==> src/rtl/multiplier_adapter_if.sv <==
// Operand/result bundle for the modular multiplier.
// The master drives operands; the slave returns product and Done.
interface multiplier_adapter_if #(
  parameter int P_WIDTH = 16
);
  logic [P_WIDTH-1:0] a;
  logic [P_WIDTH-1:0] b;
  logic [P_WIDTH-1:0] product;
  logic               Done;

  modport master (
    output a,
    output b,
    input  product,
    input  Done
  );

  modport slave (
    input  a,
    input  b,
    output product,
    output Done
  );
endinterface

==> src/rtl/multiplier_adapter.sv <==
// Sequential (a*b) mod P_MOD: reduce a, reduce b, then MSB-first
// double-and-add. Launched by reset release; Done is sticky.
module multiplier_adapter #(
  parameter int P_WIDTH = 16,
  parameter int P_MOD   = 101
) (
  input  logic                clk,
  input  logic                Reset,
  multiplier_adapter_if.slave bus
);
  localparam int W  = P_WIDTH;
  localparam int IW = (W > 1) ? $clog2(W) : 1;
  localparam logic [W:0]    PM   = (W+1)'(P_MOD);
  localparam logic [IW-1:0] IMAX = IW'(W - 1);

  typedef enum logic [2:0] {
    IDLE, RED_A, RED_B, MUL, DONE
  } state_t;

  state_t        state, state_n;
  logic [IW-1:0] i;
  logic [W-1:0]  a_q, b_q, ar, br;
  logic [W:0]    r, acc;
  logic [W:0]    rn, m1, m2;
  logic          last;
  logic          rbit;
  logic          ld_out;

  assign last = (i == '0);

  // State register; synchronous active-low reset.
  always_ff @(posedge clk) begin
    if (!Reset) state <= IDLE;
    else        state <= state_n;
  end

  // Next-state: each arithmetic phase lasts W cycles.
  always_comb begin
    state_n = state;
    unique case (state)
      IDLE:  state_n = RED_A;
      RED_A: if (last) state_n = RED_B;
      RED_B: if (last) state_n = MUL;
      MUL:   if (last) state_n = DONE;
      DONE:  state_n = DONE;
      default: state_n = IDLE;
    endcase
  end

  // Output decode: results are latched only once in DONE.
  always_comb begin
    ld_out = (state == DONE);
  end

  // One restoring-reduction step and one double-and-add step.
  always_comb begin
    rbit = (state == RED_B) ? b_q[i] : a_q[i];
    rn   = {r[W-1:0], rbit};
    if (rn >= PM) rn = rn - PM;
    m1 = {acc[W-1:0], 1'b0};
    if (m1 >= PM) m1 = m1 - PM;
    m2 = m1 + (ar[i] ? {1'b0, br} : '0);
    if (m2 >= PM) m2 = m2 - PM;
  end

  // Datapath registers and the registered outputs.
  always_ff @(posedge clk) begin
    if (!Reset) begin
      i           <= '0;
      a_q         <= '0;
      b_q         <= '0;
      ar          <= '0;
      br          <= '0;
      r           <= '0;
      acc         <= '0;
      bus.product <= '0;
      bus.Done    <= 1'b0;
    end else begin
      unique case (state)
        IDLE: begin
          a_q <= bus.a;
          b_q <= bus.b;
          i   <= IMAX;
          r   <= '0;
          acc <= '0;
        end
        RED_A, RED_B: begin
          i <= last ? IMAX : i - 1'b1;
          r <= last ? '0 : rn;
          if (last && state == RED_A) ar <= rn[W-1:0];
          if (last && state == RED_B) br <= rn[W-1:0];
        end
        MUL: begin
          i   <= last ? IMAX : i - 1'b1;
          acc <= m2;
        end
        default: ;
      endcase
      if (ld_out) begin
        bus.product <= acc[W-1:0];
        bus.Done    <= 1'b1;
      end
    end
  end
endmodule

==> src/flat_wrapper.sv <==
// flat-port wrapper written by rule: the top's interface ports become plain ports
module multiplier_adapter_flat 
#(
  parameter int P_WIDTH = 16,
  parameter int P_MOD   = 101
)
  (clk, Reset, bus_a, bus_b, bus_product, bus_Done);
  multiplier_adapter_if #(.P_WIDTH(P_WIDTH)) bus_i ();
  input  logic clk;
  input  logic Reset;
  input wire logic [$bits(bus_i.a)-1:0] bus_a;
  input wire logic [$bits(bus_i.b)-1:0] bus_b;
  output wire logic [$bits(bus_i.product)-1:0] bus_product;
  output wire logic [$bits(bus_i.Done)-1:0] bus_Done;
  assign bus_i.a = bus_a;
  assign bus_i.b = bus_b;
  assign bus_product = bus_i.product;
  assign bus_Done = bus_i.Done;
  multiplier_adapter #(.P_WIDTH(P_WIDTH), .P_MOD(P_MOD)) u_core (.clk(clk), .Reset(Reset), .bus(bus_i));
endmodule
==> config.mk <==
export PLATFORM = sky130hd
export DESIGN_NAME = multiplier_adapter_flat
export DESIGN_NICKNAME = d
export VERILOG_FILES = /design/src/rtl/multiplier_adapter_if.sv /design/src/rtl/multiplier_adapter.sv /design/src/flat_wrapper.sv
export SDC_FILE = /design/constraint.sdc
export NUM_CORES = 1
export LEC_CHECK = 0
export ABC_AREA = 1
export CAP_MARGIN = 20
export CELL_PAD_IN_SITES_DETAIL_PLACEMENT = 0
export CELL_PAD_IN_SITES_GLOBAL_PLACEMENT = 1
export CORE_ASPECT_RATIO = 1.4
export CORE_UTILIZATION = 46
export CTS_CLUSTER_SIZE = 30
export DETAILED_ROUTE_END_ITERATION = 10
export PLACE_DENSITY = 0.84
export SLEW_MARGIN = 20
export SYNTH_ARGS = -nofsm -noshare
export SYNTH_HDL_FRONTEND = slang
export SYNTH_SLANG_ARGS = --single-unit
==> constraint.sdc <==
create_clock -name clk -period 6.4 [get_ports clk]
set_input_delay 0.64 -clock clk [delete_from_list [all_inputs] [get_ports clk]]
set_output_delay 0.64 -clock clk [all_outputs]
set_load 0.005 [all_outputs]
==> results.yml <==
finish:
  seq_area_um2: 2400
  n_antenna_cell: 0
  final_cell_area_um2: 8590
  final_cell_mix: "nand2_1, nor2_1, o21ai_0, dfxtp_1, inv_1"
  fillers: 1629
  multi_input_area_um2: 4190
  drive_gt1_share_pct: 9.99
  mostFrequentLayoutCell: "nand2_1"
  nets: 1206
  area_growth_pct: 17.6
drt:
  drt-total-wl_um: 19800
  firstDrtPassIters: 5
  wl_per_cell_um: 14.6
  via_per_inst: 5.20
  drt_iter0_drc: 365
  vias: 7052
  drc: 0
  final_antenna_net_count: 0
synth:
  avgSynthCellArea_um2: 6.55
  syn-instance-count: 1114
  yosys.cell_types.count: 40
  synthArstFlopShare_pct: 0
  ys.flop_type: "dfxtp_1"
  syn_area_um2: 7300
  yosysWarnings: 0
  seq_area_frac_synth_pct: 32.9
  synth_nets: 1172
  synth-edff-count: 0
  ys_ff_latch: 120
floorplanning:
  start_util_pct: 47.0
  die_width_um: 108
  die_area_um2: 16400
  num_rows: 54
  core_area_um2: 15500
  ios: 51
  die_y_um: 151
grt:
  grt_first_pass_wirelength_um: 32300
  grt_max_degree: 81
  grt_overflow_total: 0
  grt.total_usage_pct: 25.5
  met3_usage_pct: 3.87
  use_met2_pct: 47.2
  grt_pass1_vias: 6511
  antenna_found_initial: 0
  grt_use_met1_pct: 28.2
  top_usage_layer: "met2"
clock_network:
  cts-htree-levels: 4
  clk_path_buf_depth: 2
  cts_sinks: 120
  cts_tree: "yes"
  cts-root-buf: "clkbuf_16"
  ctsResizeCount: 0
  cts_setup_buffers: 0
  worstSkewPairLatency_ns: 0.42
  numCtsBuffers: 17
  cts_hold_buf: 0
  clk_pin_slew_ns: 0.06
timing:
  clock.fmax_ghz: 0.215
  final_max_slew_viol_count: 0
  tightestPinTransition_ns: 0.930
  setup_tns_ns: 0
  finClkSkew_ns: 0.00717
  slew_headroom_pct: 37.8
  min_period_ns: 4.65
  fin_crit_sh_pct: 72.7
  rsz0062_at_grt: "false"
  hold_viol_final: 0
  finalSetupViolCount: 0
critical_path:
  cp_data_arrival_time_ns: 5.00
  cp_common_cell: "nand2_1"
  crit_path_max_incr_delay_ns: 0.76
  critPathMaxFanout: 21
  endpoint_kind: "flop"
  path_cells: "inv_1, o21ai_1, o22ai_1, o211a_1, a221oi_2, buf_4, nor2_1, ha_1, nand2_2, inv_2, nand3_2, nand2_1, nand3_1, nand2_1, nand2_1, nand2_2, nand2_2, nor3_4, nand2_4, nand2_1, nand3_1, a21oi_1"
  required_ns: 6.75
  critPathKind: "flop to flop"
  worstSetupStartpointType: "flop"
  critPathSlowestCell: "dfxtp_1"
  ff2ff_setup_slack_ns: 1.75
placement:
  gp_congestion: 0.933
  portBuffers: 50
  place_area_um2: 7910
  hpwl_um: 14800
flow_run:
  drv_cap: 0
status:
  status: "finished, final reports clean"
min_path:
  hold_path_class: "flop to flop"
[metal layers]
layer	wire, um	share of wire, %	vias to the layer above
met4	631	3.2	0
li1	-	-	3693
met3	446	2.2	31
met1	8290	42	3228
met5	0	0	-
met2	10500	53	100
[cell usage after synthesis (all sizes together) (2+ instances only)]
cell type | instances | share of area [%]
nand2 | 225 | 13
nor2 | 186 | 10
inv | 137 | 7.0
o21ai | 126 | 8.7
dfxtp | 120 | 33
a21oi | 87 | 6.1
nand3 | 75 | 6.3
clkbuf | 32 | 1.6
ha | 23 | 3.9
xor2 | 23 | 2.8
nand4 | 19 | 1.6
buf | 11 | 0.96
nor3 | 11 | 0.98
o211ai | 7 | 0.72
o22ai | 7 | 0.60
xnor2 | 6 | 0.72
a31oi | 5 | 0.43
clkinv | 3 | 0.15
nand3b | 3 | 0.31
nor4 | 2 | 0.17
[state kept, by name, summed over array words and instances, names as in the netlist]
register and flops:
u_core.a_q 16, u_core.acc 16, u_core.ar 16, u_core.b_q 16, u_core.br 16, u_core.bus.Done 1
u_core.bus.product 16, u_core.i 4, u_core.r 16, u_core.state 3
[final timing paths]
| path | start | endpoint | depth (start not counted) |
|---|---|---|---|
| worst max register to register | u_core.i[1]$_SDFFE_PN0P_ | u_core.acc[5]$_SDFFE_PN0P_ | 22 |
| worst min-delay path | u_core.a_q[3]$_SDFFE_PN0P_ | u_core.a_q[3]$_SDFFE_PN0P_ | 2 |
| worst max-delay path | u_core.i[1]$_SDFFE_PN0P_ | u_core.acc[5]$_SDFFE_PN0P_ | 22 |
| worst min register to register | u_core.a_q[3]$_SDFFE_PN0P_ | u_core.a_q[3]$_SDFFE_PN0P_ | 2 |
[stage by stage]
| stage | hold WS, ns | instances | setup slack, ns | util (%) |
|---|---|---|---|---|
| finish | 0.462 | 1357 | 1.75 | 55.3 |
| global route | 0.487 | 1357 | 1.28 | 55.3 |
| CTS | 0.464 | 1357 | 1.75 | 55.2 |
| detailed placement | 0.455 | 1325 | 1.76 | 50.9 |
| global placement | 0.448 | 1324 | 1.56 | 50.9 |
| floorplan | 0.429 | 1114 | 2.58 | - |
[cell type report]
cell class              count  area share, %
multi-input cells         811           48.7
flip-flops and latches    120           28.0
repair buffers             58           6.47
inverters                 140           6.12
clock buffers              18           5.00
clock inverters            14           2.86
well taps                 196           2.86
[worst max-delay path, delay by kind of cell, from the launching register on]
family | cells | cell delay [ns]
AND/OR/NAND/NOR | 13 | 1.59
AO/OA/AOI/OAI | 5 | 1.12
flip-flops | 1 | 0.76
buffers and inverters | 3 | 0.67
adder cells (fa/ha/maj) | 1 | 0.40
[kinds of logic (layout without fill, tap and decap cells)]
family / Yosys count / count (layout) / share of synthesized area (%)
adders and majority gates: 24 / 24 / 4.22
and+or+nand+nor: 521 / 521 / 32.4
DFF: 120 / 120 / 32.9
AOI/OAI and AO/OA: 237 / 237 / 17.2
buffers and inverters: 183 / 230 / 9.80
xor gates and xnor gates: 29 / 29 / 3.48
Power is left out: the tool's default activity adds up to more than one toggle a clock period on the data nets, which glitch-free logic cannot reach.
